### src/rtl/pipe_ctrl_pkg.sv
// Shared definitions for the pipeline hazard controller.
//   hz_state_t : controller state encoding
//   REG_ZERO   : architectural zero register specifier (never a real hazard)
package pipe_ctrl_pkg;

    typedef enum logic [2:0] {
        HOLD  = 3'd0,
        RUN   = 3'd1,
        LU    = 3'd2,
        MWAIT = 3'd3,
        FPEND = 3'd4
    } hz_state_t;

    localparam int REG_ZERO = 0;

endpackage

### src/rtl/sat_counter.sv
// Saturating up-counter used for the optional performance counters.
// Ports:
//   clk    : clock
//   rst_n  : asynchronous active-low clear
//   inc    : increment enable for this cycle
//   count  : current count, sticks at all-ones
module sat_counter #(
    parameter int PERF_W = 16
) (
    input  logic              clk,
    input  logic              rst_n,
    input  logic              inc,
    output logic [PERF_W-1:0] count
);

    logic [PERF_W-1:0] cnt_q;
    logic [PERF_W-1:0] cnt_d;

    always_comb begin
        cnt_d = cnt_q;
        if (inc && (cnt_q != '1)) begin
            cnt_d = cnt_q + PERF_W'(1);
        end
    end

    always_ff @(posedge clk or negedge rst_n) begin
        if (!rst_n) begin
            cnt_q <= '0;
        end else begin
            cnt_q <= cnt_d;
        end
    end

    assign count = cnt_q;

endmodule

### src/rtl/pipeline_hazard_ctrl.sv
// Stall / flush / bubble sequencing for the IF-ID-EX front end. Arbitrates
// post-reset hold, instruction-memory wait states, load-use hazards and
// taken-branch flushes. Outputs are decoded combinationally from state+inputs.
// Ports:
//   clk, rst_n            : clock, async active-low reset
//   imem_ready            : instruction memory data valid for current PC
//   branch_taken          : branch resolved taken this cycle
//   idex_mem_read, idex_rt: load in ID/EX and its destination
//   ifid_rs, ifid_rt      : sources of the IF/ID instruction
//   ifid_uses_rt          : IF/ID instruction reads rt
//   stall                 : hold PC and IF/ID
//   if_flush              : squash IF/ID, fetch redirects
//   idex_bubble           : zero ID/EX control fields
//   imem_req              : fetch request enable
//   stall_cycles          : saturating stall count (PIPE_HAZARD_PERF_EN only)
//   flush_count           : saturating flush count (PIPE_HAZARD_PERF_EN only)
// Build option: define PIPE_HAZARD_PERF_EN to add the performance counters.
//
// state | meaning
// HOLD  | post-reset hold, stall until hold counter reaches 0
// RUN   | normal fetch, branch > load-use > memory wait
// LU    | single load-use stall cycle already taken, re-check ignored
// MWAIT | waiting on instruction memory
// FPEND | taken branch seen during a wait, flush when memory returns
module pipeline_hazard_ctrl
    import pipe_ctrl_pkg::*;
#(
    parameter int REG_ADDR_W = 5,
    parameter int RESET_HOLD = 2,
    parameter int PERF_W     = 16
) (
    input  logic                  clk,
    input  logic                  rst_n,
    input  logic                  imem_ready,
    input  logic                  branch_taken,
    input  logic                  idex_mem_read,
    input  logic [REG_ADDR_W-1:0] idex_rt,
    input  logic [REG_ADDR_W-1:0] ifid_rs,
    input  logic [REG_ADDR_W-1:0] ifid_rt,
    input  logic                  ifid_uses_rt,
    output logic                  stall,
    output logic                  if_flush,
    output logic                  idex_bubble,
    output logic                  imem_req
`ifdef PIPE_HAZARD_PERF_EN
    ,
    output logic [PERF_W-1:0]     stall_cycles,
    output logic [PERF_W-1:0]     flush_count
`endif
);

    localparam int HOLD_W = (RESET_HOLD > 1) ? $clog2(RESET_HOLD) : 1;
    localparam logic [HOLD_W-1:0] HOLD_INIT = HOLD_W'(RESET_HOLD - 1);

    if (RESET_HOLD < 1 || PERF_W < 1) begin : g_bad_cfg
        $error("pipeline_hazard_ctrl: RESET_HOLD and PERF_W must be >= 1");
    end

    hz_state_t         state_q, state_d;
    logic [HOLD_W-1:0] hold_cnt_q, hold_cnt_d;
    logic              lu_hit;

    assign lu_hit = idex_mem_read
                  && (idex_rt != REG_ADDR_W'(REG_ZERO))
                  && ((idex_rt == ifid_rs) || (ifid_uses_rt && (idex_rt == ifid_rt)));

    always_comb begin
        state_d     = state_q;
        hold_cnt_d  = hold_cnt_q;
        stall       = 1'b0;
        if_flush    = 1'b0;
        idex_bubble = 1'b0;
        imem_req    = 1'b1;
        case (state_q)
            HOLD: begin
                stall       = 1'b1;
                idex_bubble = 1'b1;
                imem_req    = 1'b0;
                if (hold_cnt_q == '0) begin
                    state_d = RUN;
                end else begin
                    hold_cnt_d = hold_cnt_q - HOLD_W'(1);
                end
            end
            RUN: begin
                // Branch wins over load-use: the dependent instruction is squashed.
                if (branch_taken) begin
                    if_flush    = 1'b1;
                    idex_bubble = 1'b1;
                end else if (lu_hit) begin
                    stall       = 1'b1;
                    idex_bubble = 1'b1;
                    state_d     = LU;
                end else if (!imem_ready) begin
                    stall   = 1'b1;
                    state_d = MWAIT;
                end
            end
            LU: begin
                if (branch_taken) begin
                    if_flush    = 1'b1;
                    idex_bubble = 1'b1;
                    state_d     = RUN;
                end else if (!imem_ready) begin
                    state_d = MWAIT;
                end else begin
                    state_d = RUN;
                end
            end
            MWAIT: begin
                // Stall only while memory is still not ready, so a wait of
                // n not-ready cycles costs exactly n stall cycles.
                if (!imem_ready) begin
                    stall = 1'b1;
                    if (branch_taken) begin
                        state_d = FPEND;
                    end
                end else if (branch_taken) begin
                    // Memory returns in the same cycle: nothing left to defer.
                    if_flush    = 1'b1;
                    idex_bubble = 1'b1;
                    state_d     = RUN;
                end else begin
                    state_d = RUN;
                end
            end
            FPEND: begin
                // Further branches here are absorbed into the single pending flush.
                if (!imem_ready) begin
                    stall = 1'b1;
                end else begin
                    if_flush    = 1'b1;
                    idex_bubble = 1'b1;
                    state_d     = RUN;
                end
            end
            default: begin
                stall       = 1'b1;
                idex_bubble = 1'b1;
                imem_req    = 1'b0;
                state_d     = HOLD;
            end
        endcase
    end

    always_ff @(posedge clk or negedge rst_n) begin
        if (!rst_n) begin
            state_q    <= HOLD;
            hold_cnt_q <= HOLD_INIT;
        end else begin
            state_q    <= state_d;
            hold_cnt_q <= hold_cnt_d;
        end
    end

`ifdef PIPE_HAZARD_PERF_EN
    sat_counter #(.PERF_W(PERF_W)) u_stall_cnt (
        .clk   (clk),
        .rst_n (rst_n),
        .inc   (stall && (state_q != HOLD)),
        .count (stall_cycles)
    );

    sat_counter #(.PERF_W(PERF_W)) u_flush_cnt (
        .clk   (clk),
        .rst_n (rst_n),
        .inc   (if_flush),
        .count (flush_count)
    );
`endif

endmodule

### config.mk
export PLATFORM = sky130hd
export DESIGN_NAME = pipeline_hazard_ctrl
export DESIGN_NICKNAME = d
export VERILOG_FILES = /design/src/rtl/pipe_ctrl_pkg.sv /design/src/rtl/sat_counter.sv /design/src/rtl/pipeline_hazard_ctrl.sv
export SDC_FILE = /design/constraint.sdc
export NUM_CORES = 1
export LEC_CHECK = 0
export CAP_MARGIN = 30
export CELL_PAD_IN_SITES_DETAIL_PLACEMENT = 2
export CELL_PAD_IN_SITES_GLOBAL_PLACEMENT = 2
export CORE_MARGIN = 8
export CORE_UTILIZATION = 22
export DETAILED_ROUTE_END_ITERATION = 12
export GPL_ROUTABILITY_DRIVEN = 0
export PLACE_DENSITY_LB_ADDON = 0.3
export SYNTH_ARGS = -nofsm -noshare
export SYNTH_HDL_FRONTEND = slang
export SYNTH_HIERARCHICAL = 1
export SYNTH_SLANG_ARGS = --single-unit
### constraint.sdc
create_clock -name clk -period 2.4 [get_ports clk]
set_input_delay 0.48 -clock clk [delete_from_list [all_inputs] [get_ports clk]]
set_output_delay 0.48 -clock clk [all_outputs]
set_load 0.01 [all_outputs]
==> impl_metrics.toml, run 1 <==
[status]
outcome = "completed"

[synth]
synthTopCellsByArea = "dfrtp_1 (15%), xor2_1 (11%), xnor2_1 (8.8%), dfstp_2 (5.3%), a31oi_1 (3.8%)"
synth_fa_ha_area_frac = 0
yosys.area_share.simple = 0.2323
synth_compound_area_frac = 0.3131
syn_area_um2 = 495.5
synth_common_cells = "xor2_1 (6), xnor2_1 (5), nor2_1 (4)"
yosys_warnings = 6
synthFlopType = "dfrtp_1"
syn-num-nets = 78
yosys.area.top_type = "dfrtp_1"
yosysTopAreaCellShare = 0.1515
syn_area_per_cell_um2 = 8.693
synth.distinct_cells = 35
synth_mux_area_frac = 0
synth-xor-area-share = 0.1944
synthCells = 57
async_flop_share = 1.000
ys_seq_area_frac = 0.2045
synthMostInstantiatedCell = "xor2_1"
synth_edf_count = 0
synth_top_family_by_area = "compound AO/OA/AOI/OAI gates"
synth_seq_cells = 4

[worst_setup_path]
crit_arrival_ns = 1.84
cp-end-kind = "output pin"
worstSetupStartpointType = "primary input"
crit_required_ns = 1.92
cp_max_fo = 3
path_class = "primary input to output pin"

[cts]
hold_buffers = 0
cts_buffers = 3
cts.sinks = 4
clkTransAtPathRegs_ns = 0.04
insertion_delay_ns = 0.24
cts_tree = "done"
h-tree-depth = 1
clock_path_buffers = 2
clockRootBuffer = "clkbuf_4"

[cells_and_area]
areaGrowthSynthToFinish_pct = 78.54
seq_area_um2 = 101.3
layout-drive-gt1-share = 0.3299
fin_nets = 119
multi_input_area_um2 = 379.1
n_antenna_cell = 0
fillers = 267
final_area_um2 = 884.6

[grt]
grt_overflow_total = 0
top_usage_layer = "met2"
use_met1 = 0.1058
grt_pass1_vias = 780
grt_usage = 0.1051
grt_max_degree = 9
grtUsageMet2 = 0.2003
antenna_found_initial = 0
grtUsageMet3 = 0.03180
grt_pass1_wl_um = 3553

[timing]
slew_headroom = 0.7013
timing.hold.ws_ns = 0.4379
layout_min_cycle_time_ns = 2.317
finalSetupViolations = 0
tightest_slew_ns = 0.4471
timing.final.crit_share = 0.9655
hold_viol = 0
drv_slew = 0
tns_ns = 0
fmax_ghz = 0.4316
finClkSkew_ns = 0.002333

[die]
core_um2 = 2170
pin_count = 25
die-area_um2 = 4027
placementRows = 17
die_h_um = 63.46
die_w_um = 63.46
start_util = 0.2284

[detailed_routing]
ant_nets = 0
drc = 0
drt_first_pass_iters = 2
via_count = 609
wl_per_cell_um = 15.87
drtIter0Drc = 5
totalWireLength_um = 1984
avgViaCountPerCell = 4.872

[power_and_ir_drop]
p_leak_uw = 0.0003803
p_per_area_nw_per_um2 = 571.4
irDropWorstVdd_uv = 253.8

[placed_design]
placed_area_um2 = 859.6
port_buffers = 24
dp_hpwl_um = 1646

[flow_run]
max_cap_viol_count = 0

[hold_path]
hold_path.class = "primary input to asynchronous set/reset pin"
==> layer usage <==
metal,wire length (um),part of all wire
met1,722,0.36
met2,1144,0.58
met3,117,0.059
met4,0,0
met5,0,0
==> worst paths after layout <==
kind | start | cells past startpoint | slack [ns] | to
max | idex_rt[0] | 6 | 0.08 | stall
min | rst_n | 1 | 0.44 | state_q[1]$_DFFE_PN0P_
max reg2reg | state_q[1]$_DFFE_PN0P_ | 6 | 1.02 | state_q[0]$_DFFE_PN0P_
min reg2reg | hold_cnt_q$_DFFE_PN1P_ | 1 | 0.47 | hold_cnt_q$_DFFE_PN1P_
max in group asynchronous | rst_n | 1 | 1.73 | hold_cnt_q$_DFFE_PN1P_
min in group clk | hold_cnt_q$_DFFE_PN1P_ | 1 | 0.47 | hold_cnt_q$_DFFE_PN1P_
==> power breakdown <==
| group | leakage [uW] | internal [uW] | switching [uW] |
|---|---|---|---|
| Combinational | 0.000318 | 165 | 152 |
| Clock | 0.0000150 | 62.8 | 33.3 |
| Sequential | 0.0000470 | 79.4 | 12.8 |
==> metrics by stage <==
step                      setup slack [ns]    util  instances  total power, uW
after floorplan                     0.3021       -         57            247.0
after global placement             -0.5235  0.3962        120            416.5
after detailed placement           -0.5494  0.3962        120            427.0
after CTS                          0.01078  0.4031        125            502.4
after global routing              -0.01290  0.4077        125            549.4
final                              0.08282  0.4077        125            505.4
==> layout by cell type (no fill, tap or decap), types with 2 or more instances in the layout <==
| cell | synthesis | layout |
|---|---|---|
| dlygate4sd2_1 | 0 | 6 |
| xnor2_1 | 5 | 5 |
| clkdlybuf4s50_1 | 0 | 11 |
| clkbuf_2 | 0 | 2 |
| buf_4 | 1 | 14 |
| nor2_1 | 4 | 4 |
| o21ai_0 | 3 | 3 |
| inv_1 | 3 | 2 |
| xor2_1 | 6 | 6 |
| clkbuf_4 | 0 | 3 |
| a31oi_1 | 3 | 3 |
| clkdlybuf4s15_1 | 0 | 2 |
| buf_2 | 1 | 2 |
| nor2b_1 | 2 | 2 |
| dfrtp_1 | 3 | 3 |
==> cell type report <==
type,instances,share of cell area
multi-input cells,47,0.4286
repair buffers,39,0.3748
flip-flops and latches,4,0.1146
well taps,28,0.03960
clock buffers,4,0.02970
inverters,3,0.01273
==> sequential cells by signal, indices dropped and copies added (netlist names) <==
register / flops
state_q: 3
hold_cnt_q: 1
==> kinds of logic after synthesis <==
group	Yosys count
buf+inv	6
xor+xnor	11
flops	4
simple gates	17
compound gates	19
==> worst max-delay path, stage by stage <==
cell and delay, ns:
clkdlybuf4s50_1 0.49, xor2_1 0.22, nor3_4 0.23, o21bai_1 0.10, a31oi_1 0.17, buf_2 0.15
==> what timing repair did <==
action,CTS,global route
pin swaps,5,9
buffers inserted,1,0
gates resized for setup,19,10
setup endpoints to repair,3,2
(Power assumes the default switching activity.)
==> run 2, diff against run 1 <==
--- a/config.mk
+++ b/config.mk
@@ -13,6 +13,7 @@
 export DETAILED_ROUTE_END_ITERATION = 12
 export GPL_ROUTABILITY_DRIVEN = 0
 export PLACE_DENSITY_LB_ADDON = 0.3
+export SLEW_MARGIN = 20
 export SYNTH_ARGS = -nofsm -noshare
 export SYNTH_HDL_FRONTEND = slang
 export SYNTH_HIERARCHICAL = 1
==> results of run 2 <==
Final layout, timing and power as in run 1 (identical DEF).
